<file path="config.mk">
export PLATFORM = sky130hd
export DESIGN_NAME = pwm_capture
export DESIGN_NICKNAME = d
export VERILOG_FILES = /design/src/rtl/pwm_pkg.sv /design/src/rtl/sync_edge.sv /design/src/rtl/pwm_capture.sv
export SDC_FILE = /design/constraint.sdc
export NUM_CORES = 1
export LEC_CHECK = 0
export CORE_MARGIN = 1
export CORE_UTILIZATION = 56
export CTS_CLUSTER_DIAMETER = 30
export CTS_CLUSTER_SIZE = 24
export DETAILED_ROUTE_END_ITERATION = 8
export MAX_ROUTING_LAYER = met4
export PLACE_DENSITY = 0.8
export SYNTH_ARGS = -nofsm -noshare
export SYNTH_HDL_FRONTEND = slang
export SYNTH_SLANG_ARGS = --single-unit
</file>
<file path="constraint.sdc">
create_clock -name clk -period 3.8 [get_ports clk]
set_clock_uncertainty 0.15 [all_clocks]
set_input_delay 0.76 -clock clk [delete_from_list [all_inputs] [get_ports clk]]
set_output_delay 0.76 -clock clk [all_outputs]
set_load 0.05 [all_outputs]
</file>
<file path="src/rtl/pwm_pkg.sv">
// Shared definitions for the pwm generator/capture pair: capture FSM encoding
// and the default counter width so both sides count with the same range.
package pwm_pkg;

  localparam int PWM_WIDTH = 16;

  typedef enum logic [1:0] {
    ST_IDLE = 2'd0,
    ST_HIGH = 2'd1,
    ST_LOW  = 2'd2
  } pwm_state_t;

endpackage

</file>
<file path="src/rtl/sync_edge.sv">
// Multi-flop synchronizer for an asynchronous pin with registered one-cycle
// rise/fall strobes; a pin transition shows up on rise/fall SYNC_STAGES+1 edges later.
module sync_edge #(
  parameter int SYNC_STAGES = 2
) (
  input  logic clk,
  input  logic rst,
  input  logic async_in,
  output logic s,
  output logic rise,
  output logic fall
);

  logic [SYNC_STAGES-1:0] sync_q;
  logic                   prev;

  assign s = sync_q[SYNC_STAGES-1];

  always_ff @(posedge clk or posedge rst) begin
    if (rst) begin
      sync_q <= '0;
      prev   <= 1'b0;
      rise   <= 1'b0;
      fall   <= 1'b0;
    end else begin
      sync_q <= {sync_q[SYNC_STAGES-2:0], async_in};
      prev   <= s;
      rise   <= s & ~prev;
      fall   <= ~s & prev;
    end
  end

endmodule

</file>
<file path="src/rtl/pwm_capture.sv">
// Measures period and high time of an incoming PWM signal in clk cycles and
// flags a stuck or missing input after MAX cycles without an edge.
//
// state   | meaning
// ST_IDLE | no reference rise yet (after reset or timeout); cnt held at 0
// ST_HIGH | input high since last rise; waiting for fall
// ST_LOW  | input low after fall; next rise closes the measurement
module pwm_capture
  import pwm_pkg::*;
#(
  parameter int WIDTH       = PWM_WIDTH,
  parameter int SYNC_STAGES = 2
) (
  input  logic             clk,
  input  logic             rst,
  input  logic             pwm_in,
  output logic [WIDTH-1:0] period,
  output logic [WIDTH-1:0] high_time,
  output logic             valid,
  output logic             active,
  output logic             timeout,
  output logic             level
);

  localparam logic [WIDTH-1:0] MAX = '1;
  localparam logic [WIDTH-1:0] ONE = WIDTH'(1);

  pwm_state_t       state;
  logic [WIDTH-1:0] cnt;
  logic [WIDTH-1:0] hi_cnt;
  logic [WIDTH-1:0] cnt_inc;
  logic             s;
  logic             rise;
  logic             fall;

  sync_edge #(
    .SYNC_STAGES(SYNC_STAGES)
  ) u_sync_edge (
    .clk      (clk),
    .rst      (rst),
    .async_in (pwm_in),
    .s        (s),
    .rise     (rise),
    .fall     (fall)
  );

  assign level   = s;
  assign cnt_inc = (cnt == MAX) ? cnt : cnt + ONE;

  // Edges are checked before saturation so an edge landing on cnt==MAX still measures.
  always_ff @(posedge clk or posedge rst) begin
    if (rst) begin
      state     <= ST_IDLE;
      cnt       <= '0;
      hi_cnt    <= '0;
      period    <= '0;
      high_time <= '0;
      valid     <= 1'b0;
      active    <= 1'b0;
      timeout   <= 1'b0;
    end else begin
      valid   <= 1'b0;
      timeout <= 1'b0;
      case (state)
        ST_IDLE: begin
          if (rise) begin
            cnt   <= ONE;
            state <= ST_HIGH;
          end else begin
            cnt <= '0;
          end
        end
        ST_HIGH: begin
          if (fall) begin
            hi_cnt <= cnt;
            cnt    <= cnt_inc;
            state  <= ST_LOW;
          end else if (cnt == MAX) begin
            timeout <= 1'b1;
            active  <= 1'b0;
            cnt     <= '0;
            state   <= ST_IDLE;
          end else begin
            cnt <= cnt_inc;
          end
        end
        ST_LOW: begin
          if (rise) begin
            period    <= cnt;
            high_time <= hi_cnt;
            valid     <= 1'b1;
            active    <= 1'b1;
            cnt       <= ONE;
            state     <= ST_HIGH;
          end else if (cnt == MAX) begin
            timeout <= 1'b1;
            active  <= 1'b0;
            cnt     <= '0;
            state   <= ST_IDLE;
          end else begin
            cnt <= cnt_inc;
          end
        end
        default: begin
          cnt   <= '0;
          state <= ST_IDLE;
        end
      endcase
    end
  end

endmodule

</file>
== After elaboration in Yosys (flattened, before gate mapping) ==
Cells that the tools add are included.
Word-level totals
  output and inout bits: 36
  bits in writable memories: 0
  ROM bits: 0
  word-level logic and storage cells: 48
  bits in registers: 74
  bits of input ports: 3
  memories kept: 0
  bits in latches: 0
Operators by class
  reductions and logical operators: 5
  shifts and indexed selects: 0
  magnitude comparators: 0
  multiplexer cells: 21
  $mul: 0
  div/mod/pow operators: 0
  $add $sub $neg: 1
  bitwise gates (word level): 4
  eq/ne operators: 5
Operator list (count)
  $mux W16: 4
  $pmux W16 S3: 1
  $add A16 B1 Y16 const B: 1
  $eq A16 B16 Y1 const B: 1
  $mux W1: 9
  $mux W2: 4
  $pmux W2 S3: 1
  $reduce_and A2 Y1: 3
  $pmux W1 S2: 2
  $and A1 B1 Y1: 2
  $eq A2 B1 Y1 const B: 1
  $eq A2 B2 Y1 const B: 1
  $logic_not A2 Y1: 1
  $ne A2 B1 Y1 const B: 1
  $ne A2 B2 Y1 const B: 1
  $not A1 Y1: 2
  $reduce_bool A2 Y1: 1

== Depth between registers and ports, before layout ==
Gate-level depths: netlist of the first run.
  depth after elaboration: 5
  gate-level depth with buffers: 8
  depth with buffers taken out: 7

== Modules after synthesis ==
A second synthesis of the first run with hierarchy kept.
Second synthesis, totals
  cell total of the unflattened synthesis: 240
  area total of the unflattened synthesis: 3130.5 µm²
Modules (own cells, without submodules)
  pwm_capture: area each 2986.6 µm², cells each 232, instances 1
  sync_edge: area each 143.9 µm², cells each 8, instances 1

== Worst setup path before layout of the first run ==
OpenSTA, ideal clock, no wires.
  path kind: flip-flop to flip-flop
  from: register cnt[1]
  to: register cnt[0]
  required time: 3573 ps
  library setup time: 77 ps
  arrival: 1890 ps
  buffers on the path: 1
  slack: 1682 ps
  stages on the path, launching flop included: 9
  cell sequence: dfrtp_1 ha_1 nand3_1 nor4_4 buf_6 inv_1 ha_1 o21a_1 a21oi_1
On the way
  word-level cells in the longest chain between the ends: 5
  elaborated cells between the ends (all ways): 6
  classes of those cells: 1 x eq/ne; 5 x mux
Ends and longest elaborated chain
  start, declared: line pwm_capture.sv:29  | logic [WIDTH-1:0] cnt;
  start signal, assigned: line pwm_capture.sv:76  | cnt <= cnt_inc;
  start signal, assigned: line pwm_capture.sv:84  | cnt <= cnt_inc;
  start signal, assigned: line pwm_capture.sv:101  | cnt <= cnt_inc;
  $eq A16 B16 Y1 *: line pwm_capture.sv:48, pwm_capture.sv:78, pwm_capture.sv:95
  $mux W16: line pwm_capture.sv:48  | assign cnt_inc = (cnt == MAX) ? cnt : cnt + ONE;
  $mux W16: line pwm_capture.sv:78, pwm_capture.sv:95
  $mux W16 (on tied branches): line pwm_capture.sv:88, pwm_capture.sv:74
  $pmux W16 S3 *: line pwm_capture.sv:64  | case (state)
Every way passes the cells marked *; elsewhere a longest branch is shown, timed or not.
A chain may end at the register's enable or synchronous reset.

== Final worst setup path of the first run ==
  from: register u_sync_edge.sync_q[1]
  to: output level
RTL lines
  start, declared: line sync_edge.sv:14  | logic [SYNC_STAGES-1:0] sync_q;
  start signal, assigned: line sync_edge.sv:26  | sync_q <= {sync_q[SYNC_STAGES-2:0], async_in};
  end, declared: line pwm_capture.sv:22  | output logic level
No word-level cell between the ends.

==> run_results.csv, run 1 <==
group,metric,value,unit
synthesis,yosys.area_share.simple,12.7,%
critical_path,cp_slowest_cell,"clkdlybuf4s50_1",
hold_path,holdPathStages,0,
floorplan,die_x,77.4,microns
layout,drive_above_1_share,25.1,%
drt,first_iter_violations,110,
timing,worstMarginPinSlew,0.914,ns
layout,layout.area.seq,0.00185,sq mm
critical_path,crit_buf_inv,1,
synthesis,synth_warnings,0,
pwr,peakVddDrop,0.367,mV
drt,num_vias,2051,
drt,post-route-drc-count,0,
global_routing,grt_overflow,0,
layout,multi_input_area,0.00123,sq mm
timing,rsz0062_at_grt,"false",
synthesis,syn_area,0.00318,sq mm
critical_path,rr_startpoint,"state[1]",
synthesis,ys_seq_area_share,58.2,%
place,gp_congestion,0.824,
critical_path,cp_max_fo,4,
critical_path,worst_path_dominant_cell_family,"buffers and inverters",
cts,cts_buffers,9,
layout,final_common_cell,"dfrtp_1",
timing,tns,0,ns
drt,drt_wl_total,5430,microns
timing,final-hold-violation-count,0,
timing,period_minus_slack,2.45,ns
cts,tritoncts,"done",
job,maxCapViolations,0,
hold_path,hp-class,"flop to flop",
critical_path,crit_chain,"clkdlybuf4s50_1",
cts,post_cts_buffers,0,
pwr,power_density,488,mW/mm^2
layout,nets,299,
timing,slew_violations,0,
synthesis,synth_edf_count,0,
cts,cts_root_buf,"clkbuf_8",
cts,cts_sinks,74,
floorplan,dieArea,0.00599,sq mm
timing,setup_viol,0,
pwr,intPower,1.34,mW
critical_path,crit_path_end_kind,"output port",
synthesis,synth_compound_area_share,8.10,%
layout,layout_common_cells,"dfrtp_1, mux2_2, clkdlybuf4s50_1",
floorplan,rows,27,
layout,syn2layout_area_growth,20.5,%
cts,clock_latency,0.35,ns
hold_path,hp-start,"u_sync_edge.sync_q[0]",
layout,final_util,69.6,%
synthesis,ys_ff_latch,74,
cts,path_clk_slew,0.07,ns
synthesis,synth_top_family_by_area,"multiplexers",
pwr,combPwrFrac,17.9,%
critical_path,cp-start-kind,"flop",
cts,cts_resized,0,
synthesis,synth-xor-area-share,0,%
synthesis,synth_flop_cell,"dfrtp_1",
critical_path,critPathLaunch,"u_sync_edge.sync_q[1]",
synthesis,synth.mux.area_fraction,15.5,%
synthesis,synth.avg_cell_area,12.7,sq um
pwr,p_seq_share,46.8,%
global_routing,grt_pass1_vias,1937,
synthesis,synthAdderAreaFrac,2.36,%
critical_path,cp.required,2.89,ns
timing,fin_crit_sh,64.4,%
drt,wire_per_inst,14.8,microns
cts,clockBufferDepth,2,
pwr,power.leakage,1.77,nW
synthesis,synth.distinct_cells,49,
layout,antenna_cells,0,
timing,max-slew-margin-rel,38.9,%
pwr,p_sw,0.531,mW
timing,fmax,408,MHz
drt,via_per_inst,5.59,
global_routing,antenna_found_initial,0,
cts,ctsHoldBuffers,0,
floorplan,floorplan.initialDensity,57.8,%
synthesis,synth_cells,251,
floorplan,io_pins,39,
global_routing,grt_max_degree,41,
critical_path,max_stage_delay,0.81,ns
critical_path,rrSetupSlack,1.45,ns
pwr,p_clk_share,35.2,%
critical_path,criticalPathCategory,"flop to output port",
place,hpwlAfterDp,3690,microns
critical_path,r2r-end,"cnt[12]",
critical_path,worstPathArrival,1.54,ns
drt,ant_nets,0,
synthesis,syn_nets,260,
layout,nFillCells,403,
floorplan,coreArea,0.00551,sq mm
drt,drt-pass1-iter-count,4,
synthesis,async_flop_share,100,%
place,portBuffers,38,
pwr,swShare,28.4,%
critical_path,r2r_cells,5,
outcome,status,"finished, final reports clean",
global_routing,track_usage,21.2,%
hold_path,hold_end,"u_sync_edge.sync_q[1]",
global_routing,grt_pass1_wl,9250,microns
cts,cts-htree-levels,3,
floorplan,die_h,77.4,microns
## worst max-delay path by stage
stage	endpoint	slack, ns	depth (start not counted)
2_1_floorplan	active	1.01	1
3_3_place_gp	period[4]	1.57	5
3_5_place_dp	cnt[12]	1.45	5
4_1_cts	high_time[12]	1.33	1
5_1_grt	level	1.30	1
6_report	level	1.35	1
## metrics by stage
step           hold WS (ns)  setup WS (ns)  std cells  area (sq um)  power [mW]
2_1_floorplan         0.181           1.01        251          3180        1.15
3_3_place_gp          0.184           1.57        351          3620        1.22
3_5_place_dp          0.192           1.45        351          3620        1.23
4_1_cts               0.208           1.33        367          3830        1.90
5_1_grt               0.219           1.30        367          3830        1.97
6_report              0.202           1.35        367          3830        1.87
## synth_stat cells (all sizes together), types with 2 or more instances
cell type	n	area [sq um]
nand2	13	48.8
mux2	42	473
ha	6	75.1
or3	3	20.0
nor2b	4	25.0
nor2	9	33.8
and3	2	13.8
or4	3	25.0
mux2i	2	20.0
a21oi	10	50.1
nor4	4	40.0
dfrtp	74	1850
buf	7	46.3
a31oi	2	12.5
o31ai	3	22.5
nand4	5	61.3
nand3	9	45.0
and4	2	18.8
nor3	6	35.0
a211oi	2	20.0
inv	8	30.0
o21ai	14	70.1
clkbuf	6	23.8
## final cells by class
cell class	count	area share, %
clock buffer	10	3.59
clock inverter	6	2.09
timing repair buffer	41	10.8
tap	72	2.35
multi-input combinational	156	32.1
sequential	74	48.3
inverter	8	0.783
## flip-flops by register name, summed over array words and instances (netlist names)
register	flops
cnt	16
hi_cnt	16
high_time	16
period	16
state	2
u_sync_edge.sync_q	2
active	1
timeout	1
u_sync_edge.fall	1
u_sync_edge.prev	1
u_sync_edge.rise	1
valid	1
## power groups by stage
stage	Sequential [mW]	Clock, mW	Combinational (mW)
after floorplan	0.952	0	0.193
after global placement	0.892	0	0.330
after detailed placement	0.893	0	0.335
after CTS	0.877	0.681	0.338
after global routing	0.884	0.707	0.376
final	0.877	0.659	0.336
## metal layers
metal	GRT usage [%]	wire, microns	vias up	share of wire [%]
li1	-	-	989	-
met5	-	0	-	0
met2	30.5	2590	33	48
met4	11.1	122	0	2.2
met1	27.7	2520	1019	46
met3	5.65	201	10	3.7
## cells by family (layout without fill, tap and decap cells)
kind of cell / Yosys count / in the layout
mux: 44 / 44
compound gates: 41 / 41
buf+inv: 21 / 65
flops: 74 / 74
simple gates: 65 / 65
fa+ha+maj: 6 / 6
Power figures use the tool's default switching activity.
==> inputs of run 2 (changes only) <==
--- a/config.mk
+++ b/config.mk
@@ -6,12 +6,12 @@
 export NUM_CORES = 1
 export LEC_CHECK = 0
 export CORE_MARGIN = 1
-export CORE_UTILIZATION = 56
+export CORE_UTILIZATION = 50
 export CTS_CLUSTER_DIAMETER = 30
 export CTS_CLUSTER_SIZE = 24
 export DETAILED_ROUTE_END_ITERATION = 8
 export MAX_ROUTING_LAYER = met4
-export PLACE_DENSITY = 0.8
+export PLACE_DENSITY = 0.76
 export SYNTH_ARGS = -nofsm -noshare
 export SYNTH_HDL_FRONTEND = slang
 export SYNTH_SLANG_ARGS = --single-unit
==> constraint.sdc (replaced) <==
create_clock -name clk -period 2.23 [get_ports clk]
set_clock_uncertainty 0.15 [all_clocks]
set_input_delay 0.446 -clock clk [delete_from_list [all_inputs] [get_ports clk]]
set_output_delay 0.446 -clock clk [all_outputs]
set_load 0.05 [all_outputs]
==> run 2 against run 1 <==
Clock power up 84%; register-to-register slack got worse by 1.3 ns; core utilization fell by 4.3 points.
==> run_results.csv, run 2 (synthesis results as in run 1) <==
group,metric,value,unit
outcome,status,"finished, final reports clean",
timing,rsz0062_at_grt,"false",
critical_path,crit_path_end_kind,"output port",
global_routing,grt_overflow,0,
drt,drt-pass1-iter-count,4,
drt,wire_per_inst,15.4,microns
place,hpwlAfterDp,3900,microns
global_routing,grt_pass1_vias,2038,
pwr,p_clk_share,36.7,%
place,placed_cells,363,
drt,wl_met2,2840,microns
pwr,combPwrFrac,18.5,%
floorplan,die_x,81.8,microns
cts,cts_root_buf,"clkbuf_8",
pwr,p_sw,0.915,mW
drt,wl_met3,243,microns
layout,fin_cells,379,
global_routing,track_usage,20.4,%
pwr,power.leakage,1.82,nW
layout,final_common_cell,"dfrtp_1",
cts,cts_resized,0,
drt,top_layer_used,"met4",
critical_path,cp-start-kind,"flop",
place,gp_congestion,0.885,
cts,post_cts_buffers,0,
drt,via_per_inst,5.58,
timing,worstMarginPinSlew,0.511,ns
drt,first_iter_violations,144,
cts,ctsHoldBuffers,0,
cts,cts_buffers,9,
critical_path,cp_max_fo,4,
layout,nFillCells,477,
floorplan,rows,28,
timing,slew_violations,0,
critical_path,crit_chain,"clkdlybuf4s50_1",
place,portBuffers,38,
pwr,intPower,2.39,mW
layout,nets,308,
floorplan,floorplan.initialDensity,52.8,%
pwr,p_seq_share,44.9,%
timing,tns,0,ns
layout,fin_area,0.00394,sq mm
timing,max-slew-margin-rel,65.8,%
floorplan,dieArea,0.00669,sq mm
floorplan,die_h,81.8,microns
cts,cts_sinks,74,
pwr,swShare,27.7,%
job,maxCapViolations,0,
global_routing,grt_max_degree,75,
critical_path,worst_path_dominant_cell_family,"buffers and inverters",
cts,clockBufferDepth,2,
drt,num_vias,2115,
timing,period_minus_slack,2.15,ns
critical_path,crit_buf_inv,1,
cts,cts-htree-levels,3,
pwr,peakVddDrop,0.579,mV
layout,syn2layout_area_growth,23.8,%
critical_path,criticalPathCategory,"flop to output port",
timing,fin_crit_sh,96.4,%
critical_path,cp_slowest_cell,"clkdlybuf4s50_1",
global_routing,antenna_found_initial,0,
critical_path,cp.required,1.63,ns
timing,fmax,465,MHz
global_routing,grt_pass1_wl,9720,microns
drt,post-route-drc-count,0,
layout,final_util,65.3,%
floorplan,coreArea,0.00603,sq mm
timing,final-hold-violation-count,0,
hold_path,hp-class,"flop to flop",
critical_path,worstPathArrival,1.55,ns
layout,antenna_cells,0,
cts,clock_latency,0.34,ns
critical_path,max_stage_delay,0.82,ns
pwr,power_density,839,mW/mm^2
timing,setup_viol,0,
drt,ant_nets,0,
cts,path_clk_slew,0.08,ns
layout,layout_common_cells,"dfrtp_1, mux2_2, clkdlybuf4s50_1",
cts,tritoncts,"done",
timing,timing.final.ws_setup,0.0807,ns
drt,drt_wl_total,5820,microns
floorplan,io_pins,39,
place,placed_area,0.00370,sq mm
place,pre_cts_slack,0.117,ns
drt,wl_met1,2650,microns
layout,drive_above_1_share,27.0,%
-- run 2: final timing paths --
kind | to | startpoint | cells after the start | slack (ns)
worst max-delay path | level | u_sync_edge.sync_q[1] | 1 | 0.08
worst max register to register | cnt[0] | cnt[0] | 7 | 0.12
worst min register to register | u_sync_edge.sync_q[1] | u_sync_edge.sync_q[0] | 0 | 0.23
worst min-delay path | u_sync_edge.sync_q[1] | u_sync_edge.sync_q[0] | 0 | 0.23
max in group asynchronous | timeout | rst | 3 | 1.23
min in group asynchronous | high_time[10] | rst | 3 | 0.40
-- run 2: per-layer routing --
metal | vias up | GRT usage, %
li1 | 1003 | -
met1 | 1061 | 26.9
met2 | 41 | 29.8
met3 | 10 | 4.22
met4 | 0 | 10.2
met5 | - | -
-- run 2: metrics by stage --
| stage | hold slack, ns | power, mW |
|---|---|---|
| after CTS | 0.230 | 3.33 |
| after global routing | 0.226 | 3.46 |
| final | 0.227 | 3.30 |
| after floorplan | 0.181 | 1.95 |
| after global placement | 0.184 | 2.10 |
| after detailed placement | 0.212 | 2.12 |
-- run 2: area by class of cell --
cell class	instances	area, sq um	share of cell area [%]
flip-flops and latches	74	1850	47.0
multi-input cells	156	1230	31.2
repair buffers	50	495	12.6
clock buffers	10	128	3.24
clock inverters	6	105	2.67
well taps	75	93.8	2.38
inverters	8	33.8	0.858
-- run 2: power by group through the flow --
stage                     combinational (mW)  clock (mW)  sequential (mW)
after floorplan                        0.330           0             1.62
after global placement                 0.598           0             1.50
after detailed placement               0.614           0             1.51
after CTS                              0.613        1.24             1.48
after global routing                   0.673        1.29             1.49
final                                  0.610        1.21             1.48
